[src/rtl/branch_resolve_unit_pkg.sv]
// Shared CPU definitions for the ID-stage branch resolution logic.
// Holds widths, outcome-class encodings and the resolver FSM states.
package pkg_cpu_defs;

  localparam int XLEN    = 32;
  localparam int PC_STEP = 4;
  localparam int CNT_W   = 16;

  localparam logic [2:0] CASE_A = 3'd0;
  localparam logic [2:0] CASE_B = 3'd1;
  localparam logic [2:0] CASE_C = 3'd2;
  localparam logic [2:0] CASE_D = 3'd3;
  localparam logic [2:0] CASE_E = 3'd4;

  typedef enum logic {
    ST_IDLE,
    ST_HELD
  } bru_state_e;

  function automatic logic is_mispred(input logic [2:0] c);
    return (c == CASE_B) || (c == CASE_C) || (c == CASE_D);
  endfunction

endpackage

[src/rtl/branch_resolve_unit_sat_counter.sv]
// Saturating up-counter used for the branch debug statistics.
// Sticks at all-ones instead of wrapping.
module bru_sat_counter #(
  parameter int W = 16
) (
  input  logic         clk,
  input  logic         rst,
  input  logic         inc,
  output logic [W-1:0] cnt
);

  logic [W-1:0] cnt_q;
  logic [W-1:0] cnt_d;

  always_comb begin
    cnt_d = cnt_q;
    if (inc && (cnt_q != '1)) begin
      cnt_d = cnt_q + W'(1);
    end
  end

  always_ff @(posedge clk or posedge rst) begin
    if (rst) begin
      cnt_q <= '0;
    end else begin
      cnt_q <= cnt_d;
    end
  end

  assign cnt = cnt_q;

endmodule

[src/rtl/branch_resolve_unit.sv]
// ID-stage branch resolver: checks the BTB guess against the decoder,
// redirects fetch and trains the BTB once per mispredicted instruction.
module branch_resolve_unit #(
  parameter int XLEN    = pkg_cpu_defs::XLEN,
  parameter int PC_STEP = pkg_cpu_defs::PC_STEP,
  parameter int CNT_W   = pkg_cpu_defs::CNT_W
) (
  input  logic             clk,
  input  logic             rst,
  input  logic             if_valid,
  input  logic             stall,
  input  logic [XLEN-1:0]  pc_if,
  input  logic             btb_hit,
  input  logic [XLEN-1:0]  btb_pred_pc,
  input  logic             id_is_bj,
  input  logic             id_taken,
  input  logic [XLEN-1:0]  id_target,
  output logic             btb_ren,
  output logic             btb_wen,
  output logic [XLEN-1:0]  btb_upd_pc,
  output logic [XLEN-1:0]  btb_upd_target,
  output logic             redirect,
  output logic [XLEN-1:0]  redirect_pc,
  output logic             flush_if,
  output logic [CNT_W-1:0] bj_cnt,
  output logic [CNT_W-1:0] mp_cnt
);
  import pkg_cpu_defs::*;

  logic            id_valid_q, id_valid_d;
  logic            hit_q, hit_d;
  logic [XLEN-1:0] pc_id_q, pc_id_d;
  logic [XLEN-1:0] pred_q, pred_d;

  bru_state_e      state_q, state_d;
  logic            hold_wen_q, hold_wen_d;
  logic [XLEN-1:0] hold_pc_q, hold_pc_d;
  logic [XLEN-1:0] hold_tgt_q, hold_tgt_d;

  logic [2:0]      cls;
  logic            bj_taken;
  logic            mispred;
  logic            live_wen;
  logic [XLEN-1:0] live_pc;

  logic            rd_w;
  logic            wen_w;
  logic [XLEN-1:0] rpc_w;
  logic [XLEN-1:0] tgt_w;

  always_comb begin
    bj_taken = id_is_bj & id_taken;
    cls      = CASE_E;
    unique case (1'b1)
      hit_q & bj_taken & (id_target == pred_q): cls = CASE_A;
      hit_q & bj_taken & (id_target != pred_q): cls = CASE_B;
      hit_q & !bj_taken:                        cls = CASE_C;
      !hit_q & bj_taken:                        cls = CASE_D;
      default:                                  cls = CASE_E;
    endcase
    mispred  = id_valid_q & is_mispred(cls);
    live_wen = (cls == CASE_B) || (cls == CASE_D);
    live_pc  = (cls == CASE_C) ? pc_id_q + XLEN'(PC_STEP)
                               : id_target;
  end

  // A decision seen under stall is parked so it fires once on release.
  always_comb begin
    state_d    = state_q;
    hold_wen_d = hold_wen_q;
    hold_pc_d  = hold_pc_q;
    hold_tgt_d = hold_tgt_q;
    rd_w       = 1'b0;
    wen_w      = 1'b0;
    rpc_w      = live_pc;
    tgt_w      = id_target;
    unique case (state_q)
      ST_IDLE: begin
        if (mispred && stall) begin
          state_d    = ST_HELD;
          hold_wen_d = live_wen;
          hold_pc_d  = live_pc;
          hold_tgt_d = id_target;
        end else if (mispred) begin
          rd_w  = 1'b1;
          wen_w = live_wen;
        end
      end
      ST_HELD: begin
        if (!stall) begin
          rd_w    = 1'b1;
          wen_w   = hold_wen_q;
          rpc_w   = hold_pc_q;
          tgt_w   = hold_tgt_q;
          state_d = ST_IDLE;
        end
      end
      default: state_d = ST_IDLE;
    endcase
  end

  always_comb begin
    id_valid_d = id_valid_q;
    hit_d      = hit_q;
    pc_id_d    = pc_id_q;
    pred_d     = pred_q;
    if (rd_w) begin
      id_valid_d = 1'b0;
    end else if (!stall) begin
      id_valid_d = if_valid;
      hit_d      = btb_hit;
      pc_id_d    = pc_if;
      pred_d     = btb_pred_pc;
    end
  end

  always_ff @(posedge clk or posedge rst) begin
    if (rst) begin
      id_valid_q <= 1'b0;
      hit_q      <= 1'b0;
      pc_id_q    <= '0;
      pred_q     <= '0;
      state_q    <= ST_IDLE;
      hold_wen_q <= 1'b0;
      hold_pc_q  <= '0;
      hold_tgt_q <= '0;
    end else begin
      id_valid_q <= id_valid_d;
      hit_q      <= hit_d;
      pc_id_q    <= pc_id_d;
      pred_q     <= pred_d;
      state_q    <= state_d;
      hold_wen_q <= hold_wen_d;
      hold_pc_q  <= hold_pc_d;
      hold_tgt_q <= hold_tgt_d;
    end
  end

  assign btb_ren        = if_valid & ~stall;
  assign redirect       = rd_w;
  assign flush_if       = rd_w;
  assign redirect_pc    = rd_w ? rpc_w : '0;
  assign btb_wen        = wen_w;
  assign btb_upd_pc     = wen_w ? pc_id_q : '0;
  assign btb_upd_target = wen_w ? tgt_w : '0;

  // A redirect fires exactly when a mispredicted instruction leaves ID.
  bru_sat_counter #(.W(CNT_W)) u_bj_cnt (
    .clk (clk),
    .rst (rst),
    .inc (id_valid_q & ~stall & id_is_bj),
    .cnt (bj_cnt)
  );

  bru_sat_counter #(.W(CNT_W)) u_mp_cnt (
    .clk (clk),
    .rst (rst),
    .inc (rd_w),
    .cnt (mp_cnt)
  );

endmodule

[config.mk]
export PLATFORM = sky130hd
export DESIGN_NAME = branch_resolve_unit
export DESIGN_NICKNAME = d
export VERILOG_FILES = /design/src/rtl/branch_resolve_unit_pkg.sv /design/src/rtl/branch_resolve_unit_sat_counter.sv /design/src/rtl/branch_resolve_unit.sv
export SDC_FILE = /design/constraint.sdc
export NUM_CORES = 1
export LEC_CHECK = 0
export CELL_PAD_IN_SITES_DETAIL_PLACEMENT = 1
export CELL_PAD_IN_SITES_GLOBAL_PLACEMENT = 1
export CORE_MARGIN = 1.5
export CORE_UTILIZATION = 40
export CTS_BUF_LIST = sky130_fd_sc_hd__clkbuf_8
export CTS_CLUSTER_DIAMETER = 120
export DETAILED_ROUTE_END_ITERATION = 6
export DONT_BUFFER_PORTS = 1
export PLACE_DENSITY_LB_ADDON = 0.1
export SYNTH_ARGS = -nofsm -noshare
export SYNTH_HDL_FRONTEND = slang
export SYNTH_SLANG_ARGS = --single-unit
[constraint.sdc]
create_clock -name clk -period 7.76 [get_ports clk]
set_input_delay 1.552 -clock clk [delete_from_list [all_inputs] [get_ports clk]]
set_output_delay 1.552 -clock clk [all_outputs]
set_load 0.02 [all_outputs]
======== Word level (Yosys, flattened, before mapping) ========
Cells that the tools add are included.
storage, ports and cells
  memories ................................ 0
  output and inout port bits .............. 132
  bits in latches ......................... 0
  bits in registers ....................... 164
  memory bits (writable) .................. 0
  logic and storage cells ................. 66
  bits in read-only memories .............. 0
  input bits .............................. 103
operators by class
  div/mod/pow operators ................... 0
  bitwise operators ....................... 13
  shifts and indexed selects .............. 0
  multiply operators ...................... 0
  muxes and demuxes ....................... 22
  eq/ne operators ......................... 8
  reductions and logical operators ........ 10
  add/sub/neg operators ................... 3
  magnitude comparators ................... 0
operator list
  kind                                            count
  2-to-1 mux 32 bit                               8
  adder 16 x 1 -> 16 bit (second input constant)  2
  adder 32 x 3 -> 32 bit (second input constant)  1
  == test 32 bit                                  1
  != test 16 bit (second input constant)          2
  != test 32 bit                                  1
  one-hot mux 3 bit (4 select lines)              1
  AND 1 bit                                       10
  2-to-1 mux 1 bit                                10
  == test 3 x 2 -> 1 bit (second input constant)  2
  one-hot mux 1 bit (2 select lines)              3
  AND reduction 2 bit                             2
  == test 3 x 1 -> 1 bit (second input constant)  1
  logical AND 1 bit                               3
  logical OR 1 bit                                3
  inverter 1 bit                                  3
  zero test 1 bit                                 2
  != test 2 x 1 -> 1 bit (second input constant)  1

======== Logic depth before layout (Yosys ltp) ========
  depth after elaboration ................. 13
  depth in mapped cells ................... 10
  depth with buffers taken out ............ 9

======== Hierarchy ========
From an unflattened synthesis, not the netlist that was laid out.
unflattened totals
  cells, all modules ...................... 765
  area total of the unflattened synthesis .. 8989.9 µm²
modules (own cells, without submodules)
  module               sequential area each (µm²)  times used  area an instance (µm²)  cells an instance
  branch_resolve_unit  3303.2                      1           7378.3                  623
  bru_sat_counter      400.4                       2           805.8                   71

======== Worst setup path before layout ========
No wires, ideal clock.
  kind .................................... input -> output
  start ................................... input id_is_bj
  end ..................................... output redirect_pc[11]
  arrival time ............................ 3.321 ns
  stages on the path ...................... 8
  slack ................................... 2.887 ns
  required time ........................... 6.208 ns
  path buffers ............................ 2
  path through ............................ nand2_1 ha_1 nor2_1 o211ai_2 a211oi_1 clkbuf_1 buf_1 a22o_1
between the ends
  longest elaborated chain between the ends .. 12
  elaborated cells on any way between the ends .. 22
ends and longest elaborated chain
  element                                                           RTL line                                                                         text
  from (decl)                                                       branch_resolve_unit.sv:15                                                        input logic id_is_bj,
  AND 1 bit (*)                                                     branch_resolve_unit.sv:52                                                        bj_taken = id_is_bj & id_taken;
  AND 1 bit or zero test 1 bit (tied branches)                      branch_resolve_unit.sv:55, branch_resolve_unit.sv:56, branch_resolve_unit.sv:57
  AND 1 bit, on equally long branches                               branch_resolve_unit.sv:56, branch_resolve_unit.sv:55, branch_resolve_unit.sv:57
  one-hot mux 3 bit (4 select lines) (*)                            branch_resolve_unit.sv:54                                                        unique case (1'b1)
  == test 3 x 1 -> 1 bit or == test 3 x 2 -> 1 bit (tied branches)  branch_resolve_unit_pkg.sv:21, branch_resolve_unit.sv:63
  logical OR 1 bit (2 in a row)                                     branch_resolve_unit_pkg.sv:21                                                    return (c == CASE_B) || (c == CASE_C) || (c == CASE_D);
  AND 1 bit                                                         branch_resolve_unit.sv:61                                                        mispred = id_valid_q & is_mispred(cls);
  2-to-1 mux 1 bit or logical AND 1 bit (tied branches)             branch_resolve_unit.sv:84, branch_resolve_unit.sv:79
  2-to-1 mux 1 bit                                                  branch_resolve_unit.sv:79                                                        if (mispred && stall) begin
  one-hot mux 1 bit (2 select lines)                                branch_resolve_unit.sv:77                                                        unique case (state_q)
  2-to-1 mux 32 bit (*)                                             branch_resolve_unit.sv:142                                                       assign redirect_pc = rd_w ? rpc_w : '0;
  to (decl)                                                         branch_resolve_unit.sv:23                                                        output logic [XLEN-1:0] redirect_pc,
Mark *: on every way between the ends. The rest lies on a longest branch, timed or not.

======== Final worst setup path ========
  start ................................... input id_target[0]
  end ..................................... output btb_upd_pc[27]
between the ends
  longest elaborated chain between the ends .. 11
  elaborated cells on any way between the ends .. 17
ends and longest elaborated chain
  element                                                           RTL line                                                  text
  from (decl)                                                       branch_resolve_unit.sv:17                                 input logic [XLEN-1:0] id_target,
  != test 32 bit or == test 32 bit (tied branches)                  branch_resolve_unit.sv:56, branch_resolve_unit.sv:55
  AND 1 bit, on equally long branches                               branch_resolve_unit.sv:56, branch_resolve_unit.sv:55
  one-hot mux 3 bit (4 select lines) (*)                            branch_resolve_unit.sv:54
  == test 3 x 1 -> 1 bit or == test 3 x 2 -> 1 bit (tied branches)  branch_resolve_unit_pkg.sv:21, branch_resolve_unit.sv:62
  logical OR 1 bit (2 in a row)                                     branch_resolve_unit_pkg.sv:21
  AND 1 bit                                                         branch_resolve_unit.sv:61
  2-to-1 mux 1 bit or logical AND 1 bit (tied branches)             branch_resolve_unit.sv:84, branch_resolve_unit.sv:79
  2-to-1 mux 1 bit (*)                                              branch_resolve_unit.sv:79
  one-hot mux 1 bit (2 select lines) (*)                            branch_resolve_unit.sv:77
  2-to-1 mux 32 bit (*)                                             branch_resolve_unit.sv:144                                assign btb_upd_pc = wen_w ? pc_id_q : '0;
  to (decl)                                                         branch_resolve_unit.sv:20                                 output logic [XLEN-1:0] btb_upd_pc,
Marked as above.

==> key figures <==
Clock network
  • H-tree depth: 4
  • Max clock buf depth: 2
  • Post_cts resized: 0
  • CTS tree: done
  • Clock Root Buffer: clkbuf_8
  • Post-CTS setup buffers: 0
  • Total clock sinks: 164
  • Total CTS buffers: 17
  • Skew-Pair Late Insertion Delay: 0.46 ns
  • Hold buffer count at cts: 0
  • CTS clk-pin slew, worst paths: 0.08 ns

Synth
  • Synth Instances: 819
  • Largest cells by area after synthesis: dfrtp_1 47%, mux2_2 10%, mux2_1 6.5%
  • Top FF cell, synth: dfrtp_1
  • List of most frequent post-synthesis cells: 164 x dfrtp_1, 96 x nand2_1, 77 x mux2_2, 64 x a21oi_1, 59 x xor2_1
  • EDFF count, synth: 0
  • Synthesized flop and latch total: 164
  • Netlist Area Pre-Place: 0.00865 mm^2
  • Post-synth top area share: 47.5%
  • Synth Net Count: 930
  • Yosys cell types: 38
  • Syn Area/Cell: 10.6 um^2
  • Fraction of registers with async set/reset: 100%
  • Cell with the most instances after synthesis: dfrtp_1
  • Seq/Total Area, Yosys: 47.5%
  • Top cell type by total area after synthesis: dfrtp_1
  • Warnings, synthesis: 0

Route
  • Drt pass-1 iters: 4
  • Total Wirelength: 26,000 um
  • Via density: 5.66
  • DRC Markers: 0
  • Post-route ant nets: 0
  • Vias: 6,160
  • WL/cell: 23.9 um
  • Iteration-0 DRC Markers: 225

Power
  • Tot Pwr: 2940 uW
  • Worst vdd ir: 0.134 mV
  • Clk pwr share: 24.5%
  • Comb pwr share: 27.0%
  • Sw Share: 35.8%
  • Pwr Density: 314 mW/mm^2
  • Pleak: 0.00384 uW
  • P_int: 1880 uW
  • Sequential share of power: 48.4%
  • P_sw: 1050 uW

Placed design
  • DP HPWL: 18,800 um
  • Gpl congestion: 0.818
  • Port buffer count: 0
  • Pre-CTS WS: 1.99 ns

Worst setup path
  • Crit path DAT: 4.22 ns
  • CP Class: in2out
  • Critical path required time: 6.21 ns
  • Worst r2r src: hit_q
  • Worst Setup End Kind: primary output
  • Crit Path Max Fanout: 47
  • R2r endpoint: pred_q[11]
  • CP startpoint kind: primary input
  • FF-to-FF path depth: 8
  • Flop2flop setup slack: 4.62 ns

Floorplanning
  • Row count: 53
  • Core area: 0.0211 mm^2
  • IO Pins: 235
  • Initial core utilization: 41.0%
  • Die height: 150 um
  • Die W: 150 um
  • Die area: 0.0225 mm^2

STA
  • Slew margin rel.: 20.4%
  • Clk_skew: 0.0149 ns
  • Setup TNS Final: 0 ns
  • Setup WS post-layout: 1.99 ns
  • RSZ-0062 raised after global routing: false
  • Hold_ws: 0.511 ns
  • Fmax: 173 MHz
  • Hold Vio Cnt, Final: 0
  • Tcrit/Tclk final: 74.4%
  • Slew Viols, Final: 0
  • Setup-failing EPs final: 0
  • Worst Tran Pin Value: 1.19 ns
  • Minimum clock period: 5.77 ns

Hold path
  • Hold Path Sink: pred_q[24]
  • Start point of the worst hold path: pred_q[24]
  • Hold Crit Class: reg2reg
  • Hold path cells: 1

Job
  • MaxCap Viol Count: 0

GRT
  • GRT Total Usage: 23.4%
  • Initial antenna violation count: 1
  • First-pass GRT wire length: 39,200 um
  • Pin count of the biggest net entering global routing: 97
  • Vias in the first global route: 6,623
  • GR Overflow Total: 0

Final layout
  • Fillers: 2,323
  • Final nets: 913
  • Inserted Diodes: 0
  • Core Util, Final: 44.4%
  • Layout cell share with drive strength beyond 1: 15.8%
  • Area grow syn2layout: 8.16%

Run status
  • Run status: finished, final reports clean
[flip-flops by register name, indices dropped and copies added, names as in the netlist]
| signal | cells |
|---|---|
| id_valid_q | 1 |
| pred_q | 32 |
| hold_wen_q | 1 |
| hold_tgt_q | 32 |
| state_q | 1 |
| hold_pc_q | 32 |
| u_mp_cnt.cnt | 16 |
| u_bj_cnt.cnt | 16 |
| pc_id_q | 32 |
| hit_q | 1 |
[final cells by class]
type | count | area [um^2] | share of cell area (%)
multi-input combinational | 600 | 4340 | 46.4
tap | 275 | 344 | 3.68
timing repair buffer | 11 | 82.6 | 0.883
clock buffer | 17 | 234 | 2.50
inverter | 8 | 35.0 | 0.375
clock inverter | 14 | 215 | 2.30
sequential | 164 | 4100 | 43.9
[per-layer routing]
metal / track usage (%) / vias to the layer above / part of all wire, %
li1: - / 2792 / -
met1: 28.6 / 3178 / 42
met2: 40.0 / 171 / 50
met3: 6.65 / 17 / 6.5
met4: 6.67 / 2 / 1.6
met5: 0 / - / 0.042
[critical path, stage by stage]
cell	delay [ns]
xor2_1	0.16
nor4_1	0.39
nand4_1	0.30
o211ai_2	0.42
a211oi_4	0.10
buf_4	0.28
a22oi_2	0.25
buf_4	0.48
nor2b_1	0.24
[kinds of logic after synthesis]
family,count (synthesis),synth area share (%)
adders and majority gates,8,1.16
DFF,164,47.5
AOI/OAI and AO/OA,111,8.06
xor gates and xnor gates,89,9.01
muxes,131,17.0
and+or+nand+nor,261,14.4
buffers and inverters,55,2.89
[power groups by stage]
stage | sequential, uW | combinational (uW) | clock [uW]
6_report | 1420 | 794 | 720
5_1_grt | 1470 | 872 | 775
4_1_cts | 1420 | 806 | 739
3_5_place_dp | 1440 | 803 | 0
3_3_place_gp | 1420 | 770 | 0
2_1_floorplan | 1360 | 646 | 0
[per-stage QoR]
step	cell area, um^2	cells
after floorplan	8650	819
after global placement	8900	1058
after detailed placement	8900	1058
after CTS	9350	1089
after global routing	9350	1089
final	9350	1089
[layout by cell type, fill, tap and decap left out, types with 8 or more instances in the layout]
cell	instances
nor4_1	9
dfrtp_1	164
a22o_1	28
nor3_1	8
clkbuf_8	17
mux2_2	77
buf_4	11
nand4_1	17
a21oi_1	64
mux2_1	50
and3_1	8
nand2_1	96
nor2_1	46
xnor2_1	30
xor2_1	59
nor2b_1	33
nand3_1	27
[worst max-delay path by stage]
stage / from / endpoint / slack [ns]
after floorplan: rst / hit_q / 1.77
after global placement: id_target[12] / btb_upd_pc[14] / 2.12
after detailed placement: id_target[0] / btb_upd_pc[27] / 1.99
after CTS: id_target[0] / btb_upd_pc[27] / 1.99
after global routing: id_target[0] / btb_upd_pc[27] / 1.73
final: id_target[0] / btb_upd_pc[27] / 1.99
(Power assumes the default switching activity.)
